File: config.mk
export PLATFORM = sky130hd
export DESIGN_NAME = seq_restoring_divider
export DESIGN_NICKNAME = d
export VERILOG_FILES = /design/src/rtl/seq_restoring_divider.sv
export SDC_FILE = /design/constraint.sdc
export NUM_CORES = 1
export LEC_CHECK = 0
export ABC_AREA = 1
export CAP_MARGIN = 20
export CORE_MARGIN = 2
export CORE_UTILIZATION = 50
export DETAILED_ROUTE_END_ITERATION = 10
export GPL_TIMING_DRIVEN = 1
export HOLD_SLACK_MARGIN = 0.06
export PLACE_DENSITY = 0.79
export SKIP_CTS_REPAIR_TIMING = 1
export SLEW_MARGIN = 20
export SYNTH_ARGS = -nofsm -noshare
export SYNTH_HDL_FRONTEND = slang
export SYNTH_SLANG_ARGS = --single-unit
File: constraint.sdc
create_clock -name clk -period 2.75 [get_ports clk]
set_input_delay 0.55 -clock clk [delete_from_list [all_inputs] [get_ports clk]]
set_output_delay 0.55 -clock clk [all_outputs]
set_load 0.03 [all_outputs]
File: src/rtl/seq_restoring_divider.sv
// Multi-cycle unsigned restoring divider: a 2N-bit dividend divided by an
// N-bit divisor gives an N-bit quotient and an N-bit remainder, one quotient
// bit per clock. Valid/ready handshake on both sides, one division in flight.
module seq_restoring_divider #(
   parameter int unsigned N = 16
) (
   input  logic           clk,
   input  logic           rst_n,
   input  logic           in_valid,
   output logic           in_ready,
   input  logic [2*N-1:0] dividend,
   input  logic [N-1:0]   divisor,
   output logic           out_valid,
   input  logic           out_ready,
   output logic [N-1:0]   quotient,
   output logic [N-1:0]   remainder,
   output logic           div_zero,
   output logic           overflow
);

   localparam int unsigned CW = (N > 1) ? $clog2(N) : 1;

   typedef enum logic [1:0] {
      S_IDLE,
      S_CALC,
      S_DONE
   } state_t;

   state_t          state_q;
   logic [N-1:0]    r_q;
   logic [N-1:0]    q_q;
   logic [N-1:0]    divisor_q;
   logic [CW-1:0]   cnt_q;
   logic            in_ready_q;
   logic            out_valid_q;
   logic [N-1:0]    quotient_q;
   logic [N-1:0]    remainder_q;
   logic            div_zero_q;
   logic            overflow_q;

   logic [N:0]      trial;
   logic [N-1:0]    diff_lo;
   logic            borrow_lo;
   logic            borrow;
   logic [N-1:0]    r_d;
   logic [N-1:0]    q_d;

   // One restoring step. The partial remainder is always below the divisor,
   // so it is held in N bits; the shifted-in top bit only matters for the
   // borrow (if it is set the trial value exceeds any divisor), and the
   // N-bit difference is then exact modulo 2^N.
   always_comb begin
      trial                = {r_q, q_q[N-1]};
      {borrow_lo, diff_lo} = {1'b0, trial[N-1:0]} - {1'b0, divisor_q};
      borrow               = borrow_lo & ~trial[N];
      r_d                  = borrow ? trial[N-1:0] : diff_lo;
      q_d                  = {q_q[N-2:0], ~borrow};
   end

   // Control FSM, working registers and registered handshake/result outputs.
   always_ff @(posedge clk or negedge rst_n) begin
      if (!rst_n) begin
         state_q     <= S_IDLE;
         r_q         <= '0;
         q_q         <= '0;
         divisor_q   <= '0;
         cnt_q       <= '0;
         in_ready_q  <= 1'b1;
         out_valid_q <= 1'b0;
         quotient_q  <= '0;
         remainder_q <= '0;
         div_zero_q  <= 1'b0;
         overflow_q  <= 1'b0;
      end else begin
         case (state_q)
            S_IDLE: begin
               if (in_valid) begin
                  in_ready_q <= 1'b0;
                  if (divisor == '0) begin
                     state_q     <= S_DONE;
                     out_valid_q <= 1'b1;
                     quotient_q  <= '1;
                     remainder_q <= dividend[N-1:0];
                     div_zero_q  <= 1'b1;
                     overflow_q  <= 1'b0;
                  end else if (dividend[2*N-1:N] >= divisor) begin
                     state_q     <= S_DONE;
                     out_valid_q <= 1'b1;
                     quotient_q  <= '1;
                     remainder_q <= '0;
                     div_zero_q  <= 1'b0;
                     overflow_q  <= 1'b1;
                  end else begin
                     state_q    <= S_CALC;
                     r_q        <= dividend[2*N-1:N];
                     q_q        <= dividend[N-1:0];
                     divisor_q  <= divisor;
                     cnt_q      <= CW'(N - 1);
                     div_zero_q <= 1'b0;
                     overflow_q <= 1'b0;
                  end
               end
            end
            S_CALC: begin
               r_q   <= r_d;
               q_q   <= q_d;
               cnt_q <= cnt_q - 1'b1;
               if (cnt_q == '0) begin
                  state_q     <= S_DONE;
                  out_valid_q <= 1'b1;
                  quotient_q  <= q_d;
                  remainder_q <= r_d;
               end
            end
            S_DONE: begin
               if (out_ready) begin
                  state_q     <= S_IDLE;
                  out_valid_q <= 1'b0;
                  in_ready_q  <= 1'b1;
               end
            end
            default: begin
               state_q     <= S_IDLE;
               in_ready_q  <= 1'b1;
               out_valid_q <= 1'b0;
            end
         endcase
      end
   end

   assign in_ready  = in_ready_q;
   assign out_valid = out_valid_q;
   assign quotient  = quotient_q;
   assign remainder = remainder_q;
   assign div_zero  = div_zero_q;
   assign overflow  = overflow_q;

endmodule

======== After elaboration in Yosys (flattened, before gate mapping) ========
Index checks and enable logic that the tools add are counted.
storage, ports and cells
  output and inout bits ................... 36
  logic and storage cells ................. 80
  memory bits (read-only) ................. 0
  input port bits ......................... 52
  memories kept ........................... 0
  latch bits .............................. 0
  RAM bits ................................ 0
  register bits ........................... 90
operators by class
  divide/modulo/power cells ............... 0
  add/subtract/negate cells ............... 2
  $lt $le $gt $ge ......................... 1
  equal/unequal tests ..................... 8
  shift operators ......................... 0
  bitwise logic cells ..................... 6
  reduce and logical (&&, ||, !) cells .... 11
  multiply operators ...................... 0
  mux-type cells .......................... 41
operators with widths
  kind                                                                    number
  16-bit two-way mux                                                      15
  16-bit one-hot mux with 2 select lines                                  4
  16-bit by 16-bit subtractor with 17-bit output                          1
  16-bit >= comparator                                                    1
  16-bit logical NOT                                                      1
  4-bit AND reduction                                                     4
  4-bit two-way mux                                                       3
  1-bit two-way mux                                                       10
  2-bit two-way mux                                                       5
  2-bit inequality test (second input constant)                           5
  4-bit one-hot mux with 2 select lines                                   1
  1-bit one-hot mux with 3 select lines                                   2
  2-bit one-hot mux with 3 select lines                                   1
  3-bit AND reduction                                                     2
  1-bit NOT                                                               5
  4-bit logical NOT                                                       1
  4-bit by 1-bit subtractor with 4-bit output (second input constant)     1
  3-bit inequality test (second input constant)                           1
  2-bit by 1-bit equality test with 1-bit output (second input constant)  1
  2-bit equality test (second input constant)                             1
  2-bit logical NOT                                                       1
  2-bit AND reduction                                                     1
  2-bit nonzero test                                                      1
  1-bit bitwise AND                                                       1

======== Depth between registers and ports, before layout ========
  depth in word-level cells ............... 5
  depth in mapped cells ................... 16

======== Least setup slack after synthesis ========
OpenSTA, ideal clock, no wires.
  path type ............................... reg2reg
  start point ............................. register q_q[15]
  end point ............................... register remainder_q[7], in the netlist remainder[7]
  library setup time ...................... 117 ps
  arrival ................................. 1913 ps
  buffers on the path ..................... 1
  period minus slack after synthesis ...... 2029 ps
  stages on the path, launching flop included .. 15
  data required time ...................... 2633 ps
  path slack .............................. 721 ps
  cell sequence ........................... dfrtp_1 > inv_1 > ha_1 > fa_1 > inv_1 > nand3_1 > nand2_2 > nand2_1 > nand2_2 > nand2_4 > buf_2 > nand4_1 > nand3_1 > nand2_1 > nand2_1
on the way
  word-level cells in the longest chain between the ends .. 5
RTL lines
  element                                             line  text
  start: declaration                                  31    logic [N-1:0] q_q;
  start signal: assignment                            96    q_q <= dividend[N-1:0];
  start signal: assignment                            106   q_q <= q_d;
  16-bit by 16-bit subtractor with 17-bit output (*)  54    {borrow_lo, diff_lo} = {1'b0, trial[N-1:0]} - {1'b0, divisor_q};
  1-bit bitwise AND                                   55    borrow = borrow_lo & ~trial[N];
  16-bit two-way mux (*)                              56    r_d = borrow ? trial[N-1:0] : diff_lo;
  16-bit two-way mux (*)                              108   if (cnt_q == '0) begin
  16-bit one-hot mux with 2 select lines (*)          75    case (state_q)
  end signal: assignment                              83    remainder_q <= dividend[N-1:0];
  end signal: assignment                              112   remainder_q <= r_d;
  end: declaration                                    37    logic [N-1:0] remainder_q;
Mark *: on every way between the ends. The rest lies on a longest branch, timed or not. The select of a mux whose other input is x is not followed.
A chain may end at the register's enable or synchronous reset.

======== Worst setup path in the final report ========
Same ends and word-level chain as after synthesis.

==> impl_results.md <==
* Status: finished clean
* Number of flops mapped to enable cells by yosys at 0
* Routability cong. at 0.923
* Seq cells post-synth at 90
* Setup tns final at 0 ns
* CP required at 3.05 ns
* Global-route wire length before repair at 26000 µm
* Critical path peak fanout at 18
* Count leader, synth: nand2_1
* Fraction of layout cells with a size suffix above 1 at 8.20%
* Crit Path Category: register to register
* Vias in the first global route at 5213
* Max layer used: met4
* Die area at 12500 µm²
* Pwr Density at 1290 nW/µm²
* RR Endpoint: remainder[7]
* Crit start category: register
* DRC viols at 0
* Tmin final at 2.50 ns
* Syn Area/Cell at 7.28 µm²
* Hold Crit Class: input port to asynchronous set/reset pin
* H-tree depth at 3
* Max Slew Vio Count at 0
* Die height at 112 µm
* Met2 Wirelength at 7300 µm
* Final Skew at 0.0115 ns
* Clock Latency Late Sink at 0.36 ns
* GRT Residual Overflow at 0
* Most instantiated cells after synthesis: 281 x nand2_1, 96 x inv_1, 89 x dfrtp_1, 70 x nor2_1, 52 x nand3_1
* Ys async rst share at 100%
* Hold_ws at 0.0864 ns
* Post-synth cell types at 43
* R2R depth at 14
* Fin util at 62.5%
* Final WL at 15600 µm
* Final hold vios at 0
* Max Cap Viol at 0
* Initial antenna violation count at 0
* DP Cell Count at 1017
* IO Count at 88
* Crit end category: register
* Initial drt markers at 455
* Initial cell density of the core at 51.0%
* YS warnings at 0
* Number of buffers created by CTS at 9
* Pre-antenna DRT Iters at 5
* Fin area at 7130 µm²
* Non-Filler Instances at 1033
* Antenna Nets Post-Route at 0
* FP Rows at 39
* I/O Buffers at 87
* Top FF cell, synth: dfrtp_1
* FMAX at 399 MHz
* Area post-placement at 6830 µm²
* Largest net degree at the start of global routing at 50
* Yosys top cell area share at 38.2%
* Fin crit share at 91.1%
* Chip Width at 112 µm
* Syn_nets at 886
* Vias at 5472
* Met3 WL post-DR at 1190 µm
* Sequential fraction of the synthesis area at 38.7%
* Rel. slew slack at 72.2%
* Final setup viols at 0
* Peak VDD IR at 0.856 mV
* Drt wl/cell at 15.1 µm
* Flop2flop setup slack at 0.25 ns
* Nets@finish at 971
* Routed met1 length at 6830 µm
* Mapped Cells at 800
* RSZ-0062 raised after global routing: no
* Place WS at 0.0392 ns
* Core Area at 11400 µm²
* TritonCTS clock tree: done
* Total GRT Usage at 26.1%
* Synthesis-to-layout area growth at 22.5%
* # clock sinks at 90
* Ranking of synthesized cells by area: dfrtp_1 38%, nand2_1 18%, ha_1 7.1%
* WP data arrival at 2.80 ns
* Clock Path Buffers at 2
* Root Buffer: clkbuf_16
* DP HPWL at 11800 µm
* Static Leak at 3.73 nW
* Total power at 9.17 mW
* Diode count at 0
* Cell taking the most area after synthesis: dfrtp_1
* Post-Syn Area at 5830 µm²
* Slew @ Worst Pin at 0.417 ns
* Reg clk slew, reported paths at 0.07 ns
* Reg2Reg Launch Point: q_q[15]
* Worst setup margin at 0.245 ns
* Number of vias per cell at 5.30
## where the power goes
group / total [mW] / internal (mW) / switching (mW)
combinational: 5.52 / 1.99 / 3.53
sequential: 2.35 / 1.92 / 0.434
clock: 1.31 / 0.721 / 0.585
total: 9.17 / 4.63 / 4.55
## worst max-delay path by stage
stage	startpoint	end	slack, ns	cells past startpoint
floorplan	q_q[15]	remainder[7]	0.72	14
global placement	divisor[7]	state_q[1]	0.09	14
detailed placement	divisor[7]	remainder[14]	0.04	14
CTS	q_q[15]	remainder[7]	0.28	14
global route	q_q[15]	remainder[7]	0.05	14
finish	q_q[15]	remainder[7]	0.25	14
## worst max-delay path, cell delays in order (launching register included)
cell	delay [ns]
dfrtp_1	0.35
inv_1	0.06
ha_1	0.23
fa_1	0.40
inv_1	0.14
nand3_1	0.10
nand2_2	0.13
nand2_1	0.07
nand2_2	0.09
nand2_4	0.17
nand2_4	0.27
nand3_1	0.14
nand3_1	0.13
nand2_1	0.07
nand2_1	0.07
## cell usage in the layout (no fill, tap or decap), types with 14 or more instances in the layout
cell	count
clkdlybuf4s50_1	86
o21ai_0	31
o22ai_1	14
nand3_1	52
inv_1	96
ha_1	33
nor2_1	70
nand4_1	26
nand2_1	281
dfrtp_1	89
## per-layer routing
metal / vias to the layer above / GRT usage [%]
met5: - / 0
met4: 0 / 5.69
met3: 33 / 6.70
met2: 219 / 43.2
met1: 2501 / 34.9
li1: 2719 / -
## final cells by class
cell class / instances / area (µm²)
clock buffer: 9 / 225
multi-input combinational: 580 / 2990
inverter: 102 / 383
clock inverter: 7 / 81.3
fill: 996 / 4280
tap: 143 / 179
timing repair buffer: 102 / 1020
sequential: 90 / 2250
## cells by family after synthesis
| logic type | after synthesis | share of synthesized area (%) |
|---|---|---|
| and+or+nand+nor | 464 | 35.4 |
| buffers and inverters | 130 | 9.92 |
| DFF | 90 | 38.7 |
| AOI/OAI and AO/OA | 75 | 7.56 |
| adders and majority gates | 34 | 7.43 |
| xor gates and xnor gates | 7 | 1.05 |
## flip-flops by register name, indices dropped and copies added (netlist names)
name	count
divisor_q	16
quotient	16
in_ready	1
q_q	16
state_q	2
div_zero	1
out_valid	1
overflow	1
r_q	16
cnt_q	4
remainder	16
Note: power is estimated with default switching activity, not from simulation.
